$ cat config.mk
export PLATFORM = sky130hd
export DESIGN_NAME = pipe_ctrl
export DESIGN_NICKNAME = d
export VERILOG_FILES = /design/src/rtl/pipe_ctrl_pkg.sv /design/src/rtl/pipe_stall_enc.sv /design/src/rtl/pipe_ctrl.sv
export SDC_FILE = /design/constraint.sdc
export NUM_CORES = 1
export LEC_CHECK = 0
export ABC_AREA = 1
export CAP_MARGIN = 5
export CORE_UTILIZATION = 52
export DETAILED_ROUTE_END_ITERATION = 10
export PLACE_DENSITY = 0.84
export SLEW_MARGIN = 30
export SYNTH_ARGS = -nofsm -noshare
export SYNTH_HDL_FRONTEND = slang
export SYNTH_SLANG_ARGS = --single-unit
$ cat constraint.sdc
create_clock -name clk -period 5.01 [get_ports clk]
set_clock_uncertainty 0.15 [all_clocks]
set_input_delay 0.7515 -clock clk [delete_from_list [all_inputs] [get_ports clk]]
set_output_delay 0.7515 -clock clk [all_outputs]
set_load 0.02 [all_outputs]
$ cat src/rtl/pipe_ctrl_pkg.sv
// Shared constants for the pipeline sequencing controller: stall encodings,
// register bus width and controller state codes.
package pipe_ctrl_pkg;

  localparam int RegBusW = 32;

  localparam logic Stop   = 1'b1;
  localparam logic NoStop = 1'b0;

  localparam logic [RegBusW-1:0] ZeroWord = '0;

  // Bit i stops stage i (0 = PC ... 5 = WB); WB is never stopped.
  localparam logic [5:0] StallNone = 6'b000000;
  localparam logic [5:0] StallIF   = 6'b000011;
  localparam logic [5:0] StallID   = 6'b000111;
  localparam logic [5:0] StallEX   = 6'b001111;
  localparam logic [5:0] StallMEM  = 6'b011111;

  typedef enum logic [1:0] {
    CtrlRun       = 2'd0,
    CtrlFlushWait = 2'd1,
    CtrlFlush     = 2'd2
  } ctrl_state_e;

endpackage

$ cat src/rtl/pipe_stall_enc.sv
// Priority encoder from the four stage stall requests to the 6-bit stall
// vector; the furthest-downstream request wins (mem > ex > id > if).
module pipe_stall_enc
  import pipe_ctrl_pkg::*;
(
  input  logic       req_if_i,
  input  logic       req_id_i,
  input  logic       req_ex_i,
  input  logic       req_mem_i,
  output logic [5:0] stall_o
);

  always_comb begin
    stall_o = StallNone;
    if (req_mem_i)     stall_o = StallMEM;
    else if (req_ex_i) stall_o = StallEX;
    else if (req_id_i) stall_o = StallID;
    else if (req_if_i) stall_o = StallIF;
  end

endmodule

$ cat src/rtl/pipe_ctrl.sv
// Pipeline sequencing controller: stall vector, bus-safe flush sequencing,
// consecutive-stall watchdog and saturating stall-cycle counter.
//   state         | meaning
//   CtrlRun       | normal operation, stall from request encoder
//   CtrlFlushWait | flush pending, holding MEM until the data bus goes idle
//   CtrlFlush     | one-cycle flush pulse with redirect PC, no stalls
module pipe_ctrl
  import pipe_ctrl_pkg::*;
#(
  parameter int STALL_LIMIT = 1023,
  parameter int CNT_W       = 32
) (
  input  logic               clk,
  input  logic               rst,
  input  logic               stallreq_if,
  input  logic               stallreq_id,
  input  logic               stallreq_ex,
  input  logic               stallreq_mem,
  input  logic               flush_req,
  input  logic [RegBusW-1:0] flush_pc,
  output logic [5:0]         stall,
  output logic               flush,
  output logic [RegBusW-1:0] new_pc,
  output logic               stall_timeout,
  output logic [CNT_W-1:0]   stall_cycles
);

  localparam int WdW = $clog2(STALL_LIMIT + 1);
  localparam logic [WdW-1:0] WdLimit = WdW'(STALL_LIMIT);

  ctrl_state_e        state_q, state_d;
  logic [RegBusW-1:0] pc_q, pc_d;
  logic               flush_q;
  logic [WdW-1:0]     wd_q, wd_d;
  logic               timeout_q, timeout_d;
  logic [CNT_W-1:0]   cnt_q, cnt_d;
  logic [5:0]         enc_stall;
  logic               stalled;

  pipe_stall_enc u_stall_enc (
    .req_if_i  (stallreq_if),
    .req_id_i  (stallreq_id),
    .req_ex_i  (stallreq_ex),
    .req_mem_i (stallreq_mem),
    .stall_o   (enc_stall)
  );

  always_comb begin
    state_d = state_q;
    pc_d    = pc_q;
    stall   = StallNone;
    unique case (state_q)
      CtrlRun: begin
        stall = enc_stall;
        if (flush_req) begin
          pc_d    = flush_pc;
          state_d = stallreq_mem ? CtrlFlushWait : CtrlFlush;
        end
      end
      CtrlFlushWait: begin
        stall = StallMEM;
        if (!stallreq_mem) state_d = CtrlFlush;
      end
      CtrlFlush: begin
        stall   = StallNone;
        state_d = CtrlRun;
      end
      default: state_d = CtrlRun;
    endcase
    // Stall is combinational, so it must be masked explicitly while in reset.
    if (!rst) stall = StallNone;
  end

  always_comb begin
    stalled   = |stall;
    wd_d      = '0;
    if (stalled) wd_d = (wd_q == WdLimit) ? wd_q : wd_q + 1'b1;
    timeout_d = timeout_q | (wd_d == WdLimit);
    cnt_d     = cnt_q;
    if (stalled && (cnt_q != '1)) cnt_d = cnt_q + 1'b1;
  end

  always_ff @(posedge clk or negedge rst) begin
    if (!rst) begin
      state_q   <= CtrlRun;
      pc_q      <= ZeroWord;
      flush_q   <= 1'b0;
      wd_q      <= '0;
      timeout_q <= 1'b0;
      cnt_q     <= '0;
    end else begin
      state_q   <= state_d;
      pc_q      <= pc_d;
      flush_q   <= (state_d == CtrlFlush);
      wd_q      <= wd_d;
      timeout_q <= timeout_d;
      cnt_q     <= cnt_d;
    end
  end

  assign flush         = flush_q;
  assign new_pc        = pc_q;
  assign stall_timeout = timeout_q;
  assign stall_cycles  = cnt_q;

endmodule

==> run summary, run 1 <==
outcome -> complete, no violations
startpoint class of the critical path -> input port
remaining routing DRC violations -> 0
switch share -> 32.7%
Distinct cells, synth -> 29
num rows -> 31
Net Count, Synth -> 521
share of layout cells above drive strength 1 -> 11.1%
routed len/inst -> 14.1 um
initial antenna violation count -> 0
starting density of the core -> 54.7%
worst skew pair latency -> 0.36 ns
Post-CTS Setup Inserts -> 0
global-route wire length before repair -> 16.7 mm
die height -> 90.3 um
largest net degree at the start of global routing -> 79
RSZ-0062 raised after global routing -> no
Leak -> 2.43 nW
Finished Core Util -> 73.1%
Critical Path AT -> 2.61 ns
area of the multi-input gates -> 1840 sq um
f_max -> 285 MHz
Clk pin slew, worst setup/hold paths -> 0.09 ns
Die ar. -> 8160 sq um
register area share after synthesis -> 48.1%
TritonRoute pass-1 iters -> 5
Bufs on Longest Clock Path -> 2
vias per inst -> 5.08
smallest hold slack -> 0.319 ns
Reg2Reg Depth -> 10
core area -> 7410 sq um
Hold Path Class -> reg -> reg
vias in the first global route -> 3531
Power Internal -> 1.27 mW
clock tree root driver cell -> clkbuf_8
count of final hold-check violations -> 0
setup TNS -> 0 ns
GRT Overall Usage -> 25.7%
fin crit share -> 70.1%
cts-stage hold buffer count -> 0
flip-flop and latch area -> 1950 sq um
Finished Layout Cells -> 693
CP Capture Type -> primary output
Comb power frac -> 28.4%
Routed WL -> 9.77 mm
GPL Wtd Cong -> 0.898
most frequent cells in the layout -> 164 x nand2_1, 108 x clkdlybuf4s50_1, 78 x dfrtp_1
Slew @ Worst Pin -> 0.708 ns
port bufs -> 109
area grow syn2layout -> 33.5%
dpl cell area -> 5180 sq um
total of max-cap violations -> 0
Syn Area/Cell -> 8.45 sq um
global route overflow -> 0
Routed Antenna Nets -> 0
most common cell after layout, fill and taps aside -> nand2_1
mapped cell area -> 4060 sq um
Tmin final -> 3.51 ns
power share of the clock group -> 29.2%
placed insts -> 677
critical path required time -> 4.11 ns
I/O pins -> 111
Nets -> 630
critical path fanouts, max -> 13
CTS resizes -> 0
Slew HR -> 52.8%
Yosys warning total -> 0
final setup fails -> 0
Flop pwr share -> 42.4%
pwr/cell area -> 347 nW/um^2
CTS tree -> built
total CTS buffers -> 9
Switch Pwr -> 614 uW
fill count -> 582
VDD IR-drop max -> 0.000240 V
WHS Path Cells -> 2
HPWL after DPL -> 7.17 mm
routed vias -> 3517
Die X -> 90.3 um
synthesized flop and latch total -> 78
Slew Limit Fails -> 0
Initial DRC Count -> 159
post-route cell area -> 5420 sq um
Setup CP Type -> in -> out
H-tree levels -> 3
Sink Count -> 78
Syn Inst Count -> 480
n_diodes -> 0
power by group through the flow:
stage / combinational (mW) / sequential, mW / clock [mW]
after floorplan: 0.185 / 0.898 / 0
after global placement: 0.524 / 0.801 / 0
after detailed placement: 0.531 / 0.806 / 0
after CTS: 0.538 / 0.794 / 0.555
after global routing: 0.574 / 0.809 / 0.586
final: 0.535 / 0.797 / 0.549
Yosys cell counts (all sizes together):
cell / instances / area share, %
nor2: 56 / 5.2
o21ai: 13 / 2.1
conb: 1 / 0.092
inv: 43 / 4.0
dfrtp: 78 / 48
buf: 13 / 2.4
nand3b: 3 / 0.56
a21boi: 1 / 0.19
nand2: 167 / 16
nand3: 19 / 2.5
mux2: 32 / 8.9
nor3: 11 / 1.5
ha: 2 / 0.62
nand4: 4 / 0.62
or2: 1 / 0.15
o21bai: 2 / 0.37
xnor2: 18 / 3.9
a21oi: 5 / 0.62
xor2: 11 / 2.4
worst max-delay path, stage by stage:
cell	delay (ns)
clkdlybuf4s50_1	0.54
nor2_1	0.10
nand3_1	0.07
nand2_1	0.06
nand2_1	0.38
clkdlybuf4s50_1	0.70
cell type report:
class                           count  share of cell area, %
Inverter                           43                   3.03
Clock inverter                      7                   1.92
Sequential cell                    78                   36.0
Timing Repair Buffer              111                   20.4
Tap cell                           99                   2.29
Multi-Input combinational cell    346                   34.0
Clock buffer                        9                   2.29
registers in the layout, indices dropped and copies added (netlist names):
signal and flops:
flush 1, new_pc 32, stall_cycles 32, stall_timeout 1, state_q 2, wd_q 10
metal layers:
layer	GRT usage, %	part of all wire (%)
met4	7.93	1.6
met5	0	0
met1	33.7	44
met3	8.42	8.0
met2	40.6	47
logic make-up after synthesis:
family / share of synthesized area, %
buffers and inverters: 6.48
DFF: 48.1
and+or+nand+nor: 26.3
adders and majority gates: 0.617
xor gates and xnor gates: 6.26
AOI/OAI and AO/OA: 3.24
other: 0.0925
muxes: 8.89
per-stage QoR:
| step | setup slack, ns | total power, mW |
|---|---|---|
| 6_report | 1.50 | 1.88 |
| 5_1_grt | 1.36 | 1.97 |
| 4_1_cts | 1.49 | 1.89 |
| 3_5_place_dp | 1.49 | 1.34 |
| 3_3_place_gp | 1.53 | 1.32 |
| 2_1_floorplan | 2.56 | 1.08 |
path summary, 6_finish.rpt:
check | startpoint | endpoint | slack (ns)
max in group asynchronous | rst | stall_cycles[30] | 3.81
max | stallreq_mem | stall[1] | 1.50
min in group asynchronous | rst | new_pc[11] | 0.39
min | stall_timeout | stall_timeout | 0.32
min reg2reg | stall_timeout | stall_timeout | 0.32
max reg2reg | stall_cycles[0] | stall_cycles[9] | 2.71
Note: power is estimated with default switching activity, not from simulation.
==> inputs of run 2 (changes only) <==
Settings changed: CORE_UTILIZATION 52 to 44, PLACE_DENSITY 0.84 to 0.76.
Clock period 5.01 ns to 3.15 ns, I/O delays scaled along.
==> run 2 against run 1 <==
Against the previous run:
- the run now ends with DRC left
- hold slack worse by 0.19 ns
- non-clock buffer count rose by 2
- combinational power increased by 59%
- critical path type unchanged
- via count fell by 0.80%
- worst setup slack got worse by 0.98 ns
- global-route usage down 4.3 points
- register-to-register slack worse by 1.9 ns
- sequential power rose by 58%
==> run summary, run 2 (synthesis results as in run 1) <==
smallest hold slack -> 0.127 ns
fill count -> 744
routed vias -> 3489
initial antenna violation count -> 0
Slew @ Worst Pin -> 0.696 ns
f_max -> 380 MHz
worst setup path endpoint -> stall[0]
VDD IR-drop max -> 0.000394 V
vias in the first global route -> 3476
worst reg2reg startpoint -> stall_cycles[0]
Tmin final -> 2.63 ns
Bufs on Longest Clock Path -> 2
Initial DRC Count -> 199
vias per inst -> 4.96
Slew Limit Fails -> 0
RSZ-0062 raised after global routing -> no
share of layout cells above drive strength 1 -> 11.4%
CTS tree -> built
fin crit share -> 83.5%
total CTS buffers -> 9
GRT met1 Usage -> 28.2%
starting density of the core -> 46.1%
pwr/cell area -> 538 nW/um^2
Leak -> 2.44 nW
port bufs -> 109
Finished Core Util -> 61.6%
Setup CP Type -> in -> out
largest net degree at the start of global routing -> 79
r2r setup slk -> 0.84 ns
reg2reg end -> stall_cycles[9]
cts-stage hold buffer count -> 0
remaining routing DRC violations -> 4
area grow syn2layout -> 33.8%
GRT Overall Usage -> 21.4%
critical path required time -> 2.53 ns
most common cell after layout, fill and taps aside -> nand2_1
Slew HR -> 53.6%
Reg2Reg Depth -> 10
Routed Antenna Nets -> 0
Hold Path Class -> in -> async
total of max-cap violations -> 0
CP startpoint -> stallreq_mem
most frequent cells in the layout -> 164 x nand2_1, 108 x clkdlybuf4s50_1, 78 x dfrtp_1
count of final hold-check violations -> 0
CP Capture Type -> primary output
num rows -> 34
Die ar. -> 9600 sq um
Global Route met3 Usage -> 5.08%
I/O pins -> 111
n_diodes -> 0
core area -> 8810 sq um
worst skew pair latency -> 0.35 ns
routed len/inst -> 13.9 um
startpoint class of the critical path -> input port
TritonRoute pass-1 iters -> 7
H-tree levels -> 3
critical path fanouts, max -> 4
Critical Path AT -> 2.01 ns
clock tree root driver cell -> clkbuf_8
Routed WL -> 9.76 mm
global-route wire length before repair -> 16.4 mm
outcome -> finished with violations
Clk pin slew, worst setup/hold paths -> 0.09 ns
Nets -> 632
setup TNS -> 0 ns
global routing's busiest layer -> met2
HPWL after DPL -> 7.28 mm
die height -> 98 um
GPL Wtd Cong -> 0.906
Sink Count -> 78
Post-CTS Setup Inserts -> 0
CTS resizes -> 0
violated checks -> DRC
M2 GR Usage -> 34.8%
final setup fails -> 0
global route overflow -> 0
Die X -> 98 um
## run 2: changes by cell type in the layout (fill, tap and decap cells not counted)
cell,previous run,this run
inv_8,1,3
buf_4,2,4
clkinvlp_4,2,0
inv_6,2,1
bufinv_16,2,1
clkinv_4,0,2
## run 2: area by class of cell
cell class,instances,area [sq um],share of cell area (%)
Sequential cell,78,1950,36.0
Timing Repair Buffer,113,1120,20.7
Inverter,43,164,3.02
Tap cell,108,135,2.49
Multi-Input combinational cell,346,1840,33.9
Clock inverter,7,90.1,1.66
Clock buffer,9,124,2.28
## run 2: metal layers
metal	vias to the layer above	routed length, um
met2	96	4750
met4	0	118
met5	-	0
met1	1661	4280
li1	1720	-
met3	12	612
## run 2: power by group
part	total, mW	internal [mW]	switching (mW)
Combinational	0.853	0.422	0.431
Sequential	1.26	1.14	0.122
Clock	0.807	0.389	0.419
## run 2: how the worst min path moves through the flow
stage / from / to / slack (ns)
CTS: rst / new_pc[15] / 0.27
global placement: stall_timeout / stall_timeout / 0.31
global route: rst / stall_cycles[8] / 0.18
finish: rst / stall_cycles[7] / 0.13
floorplan: rst / flush / 0.03
detailed placement: stall_timeout / stall_timeout / 0.31
## run 2: critical path, cell delays in order
cell	delay, ns
clkdlybuf4s50_1	0.46
nor2_1	0.22
nand3_1	0.10
nand2_1	0.08
nand2_1	0.11
clkdlybuf4s50_1	0.56
## run 2: per-stage QoR
step / setup slack (ns) / power, mW / std cells / cell area, sq um
6_report: 0.520 / 2.92 / 704 / 5430
5_1_grt: 0.402 / 3.07 / 704 / 5430
4_1_cts: 0.520 / 2.96 / 704 / 5420
3_5_place_dp: 0.510 / 2.13 / 688 / 5210
3_3_place_gp: 0.542 / 2.11 / 688 / 5210
2_1_floorplan: 1.24 / 1.72 / 480 / 4060
==> inputs of run 3 (changes only) <==
Clock period 3.15 ns to 2.3 ns, I/O delays scaled along.
==> run 3 against run 2 <==
Against the previous run:
- the run ends with DRC, hold timing left
- utilization increased by 0.61 points
- critical path depth unchanged
- sequential share of layout area down 0.35 points
- non-clock buffer count up 1
- total power rose by 37%
- register-to-register slack worse by 0.64 ns
- critical path type unchanged
- critical endpoint unchanged
==> run summary, run 3 (synthesis results as in run 1) <==
dpl ws -> -0.0613 ns
clock tree root driver cell -> clkbuf_8
fin crit share -> 92.4%
vias per inst -> 4.96
GPL Wtd Cong -> 0.938
Flop pwr share -> 43.3%
Slew Limit Fails -> 0
RSZ-0062 raised after global routing -> no
Die ar. -> 9600 sq um
Post-CTS Setup Inserts -> 0
area grow syn2layout -> 35.2%
uppermost layer routed -> met4
I/O pins -> 111
power share of the clock group -> 27.5%
count of final hold-check violations -> 23
TritonRoute pass-1 iters -> 7
Clk pin slew, worst setup/hold paths -> 0.09 ns
port bufs -> 109
starting density of the core -> 46.1%
CP peak stage delay -> 0.46 ns
total of max-cap violations -> 0
worst reg2reg startpoint -> stall_cycles[0]
most common cell after layout, fill and taps aside -> nand2_1
share of layout cells above drive strength 1 -> 11.7%
flip-flop and latch area -> 1950 sq um
metal3 WL -> 741 um
Setup CP Type -> in -> out
Tmin final -> 2.13 ns
largest net degree at the start of global routing -> 79
outcome -> finished with violations
die height -> 98 um
metal2 WL -> 4.41 mm
critical-path cell list -> clkdlybuf4s50_1 > nor2_1 > nand3_1 > nand2_1 > nand2_1 > dlygate4sd2_1
GRT Overall Usage -> 21.0%
Sink Count -> 78
global route overflow -> 0
CP Capture Type -> primary output
remaining routing DRC violations -> 4
final setup fails -> 0
Routed Antenna Nets -> 0
wl on met1 -> 4.37 mm
Crit-path slowest cell -> clkdlybuf4s50_1
initial antenna violation count -> 0
routed vias -> 3500
Bufs on Longest Clock Path -> 2
num rows -> 34
Slew HR -> 52.6%
Critical Path AT -> 1.63 ns
r2r setup slk -> 0.20 ns
switch share -> 33.2%
CTS tree -> built
Slew @ Worst Pin -> 0.711 ns
cts-stage hold buffer count -> 0
HPWL after DPL -> 7.11 mm
Power Internal -> 2.67 mW
vias in the first global route -> 3387
reg2reg end -> stall_cycles[26]
Nets -> 633
Leak -> 2.49 nW
VDD IR-drop max -> 0.000552 V
total CTS buffers -> 9
startpoint class of the critical path -> input port
routed len/inst -> 13.7 um
Finished Core Util -> 62.2%
critical path fanouts, max -> 4
f_max -> 471 MHz
Hold Path Class -> in -> async
global-route wire length before repair -> 16.0 mm
Reg2Reg Depth -> 9
pwr/cell area -> 730 nW/um^2
n_diodes -> 0
critical path's most frequent cell -> nand2_1
H-tree levels -> 3
critical path required time -> 1.80 ns
Initial DRC Count -> 173
fill count -> 775
worst skew pair latency -> 0.36 ns
Comb power frac -> 29.3%
most frequent cells in the layout -> 164 x nand2_1, 103 x clkdlybuf4s50_1, 78 x dfrtp_1
area of the multi-input gates -> 1850 sq um
violated checks -> DRC, hold timing
Die X -> 98 um
smallest setup slack after layout -> 0.175 ns
Switch Pwr -> 1.33 mW
smallest hold slack -> -0.0241 ns
Routed WL -> 9.67 mm
core area -> 8810 sq um
[run 3: cell types whose count changed in the layout (fill, tap and decap cells not counted)]
| cell | change |
|---|---|
| clkdlybuf4s50_1 | -5 |
| buf_12 | +3 |
| dlygate4sd2_1 | +3 |
| buf_4 | -2 |
| dlymetal6s2s_1 | +2 |
| inv_8 | -2 |
| clkinv_4 | +1 |
| clkinv_8 | +1 |
| nand3_1 | -1 |
| nand3_2 | +1 |
[run 3: through the flow]
stage          power [mW]  TNS (ns)  instance area, sq um  instances
5_1_grt              4.19         0                  5480        705
2_1_floorplan        2.36         0                  4060        480
3_3_place_gp         2.91    -0.110                  5260        689
3_5_place_dp         2.93    -0.121                  5260        689
6_report             4.00         0                  5480        705
4_1_cts              4.04         0                  5470        705
[run 3: worst max-delay path by stage]
stage               startpoint                to  slack, ns  cells after the start
2_1_floorplan  stall_cycles[0]   stall_cycles[8]       0.39                     11
3_3_place_gp      stallreq_mem          stall[1]      -0.06                      6
3_5_place_dp      stallreq_mem          stall[0]      -0.06                      6
4_1_cts           stallreq_mem          stall[2]       0.02                      6
5_1_grt        stall_cycles[0]  stall_cycles[26]       0.03                      9
6_report          stallreq_mem          stall[0]       0.17                      6
[run 3: area by class of cell]
type | count | area share (%)
Sequential cell | 78 | 35.6
Multi-Input combinational cell | 346 | 33.7
Timing Repair Buffer | 114 | 21.3
Inverter | 43 | 2.99
Tap cell | 108 | 2.47
Clock buffer | 9 | 2.26
Clock inverter | 7 | 1.69
[run 3: per-layer routing]
layer	global-route usage [%]	vias up
met5	0	-
met4	6.53	0
met3	6.01	14
met2	32.2	119
met1	28.8	1650
li1	-	1717
[run 3: worst max-delay path: cells and delay by family]
family	cells	cell delay, ns
buf+inv	2	0.80
simple gates	4	0.48
[run 3: power groups by stage]
stage          registers (mW)  logic, mW  clock network [mW]
5_1_grt                  1.76       1.25                1.18
2_1_floorplan            1.96      0.402                   0
3_3_place_gp             1.75       1.16                   0
6_report                 1.73       1.17                1.10
4_1_cts                  1.73       1.18                1.13
3_5_place_dp             1.76       1.18                   0
[run 3: timing repair]
action,CTS,global route
setup endpoints to repair,3,3
pin swaps,0,0
cloned,0,0
gates resized for setup,3,3
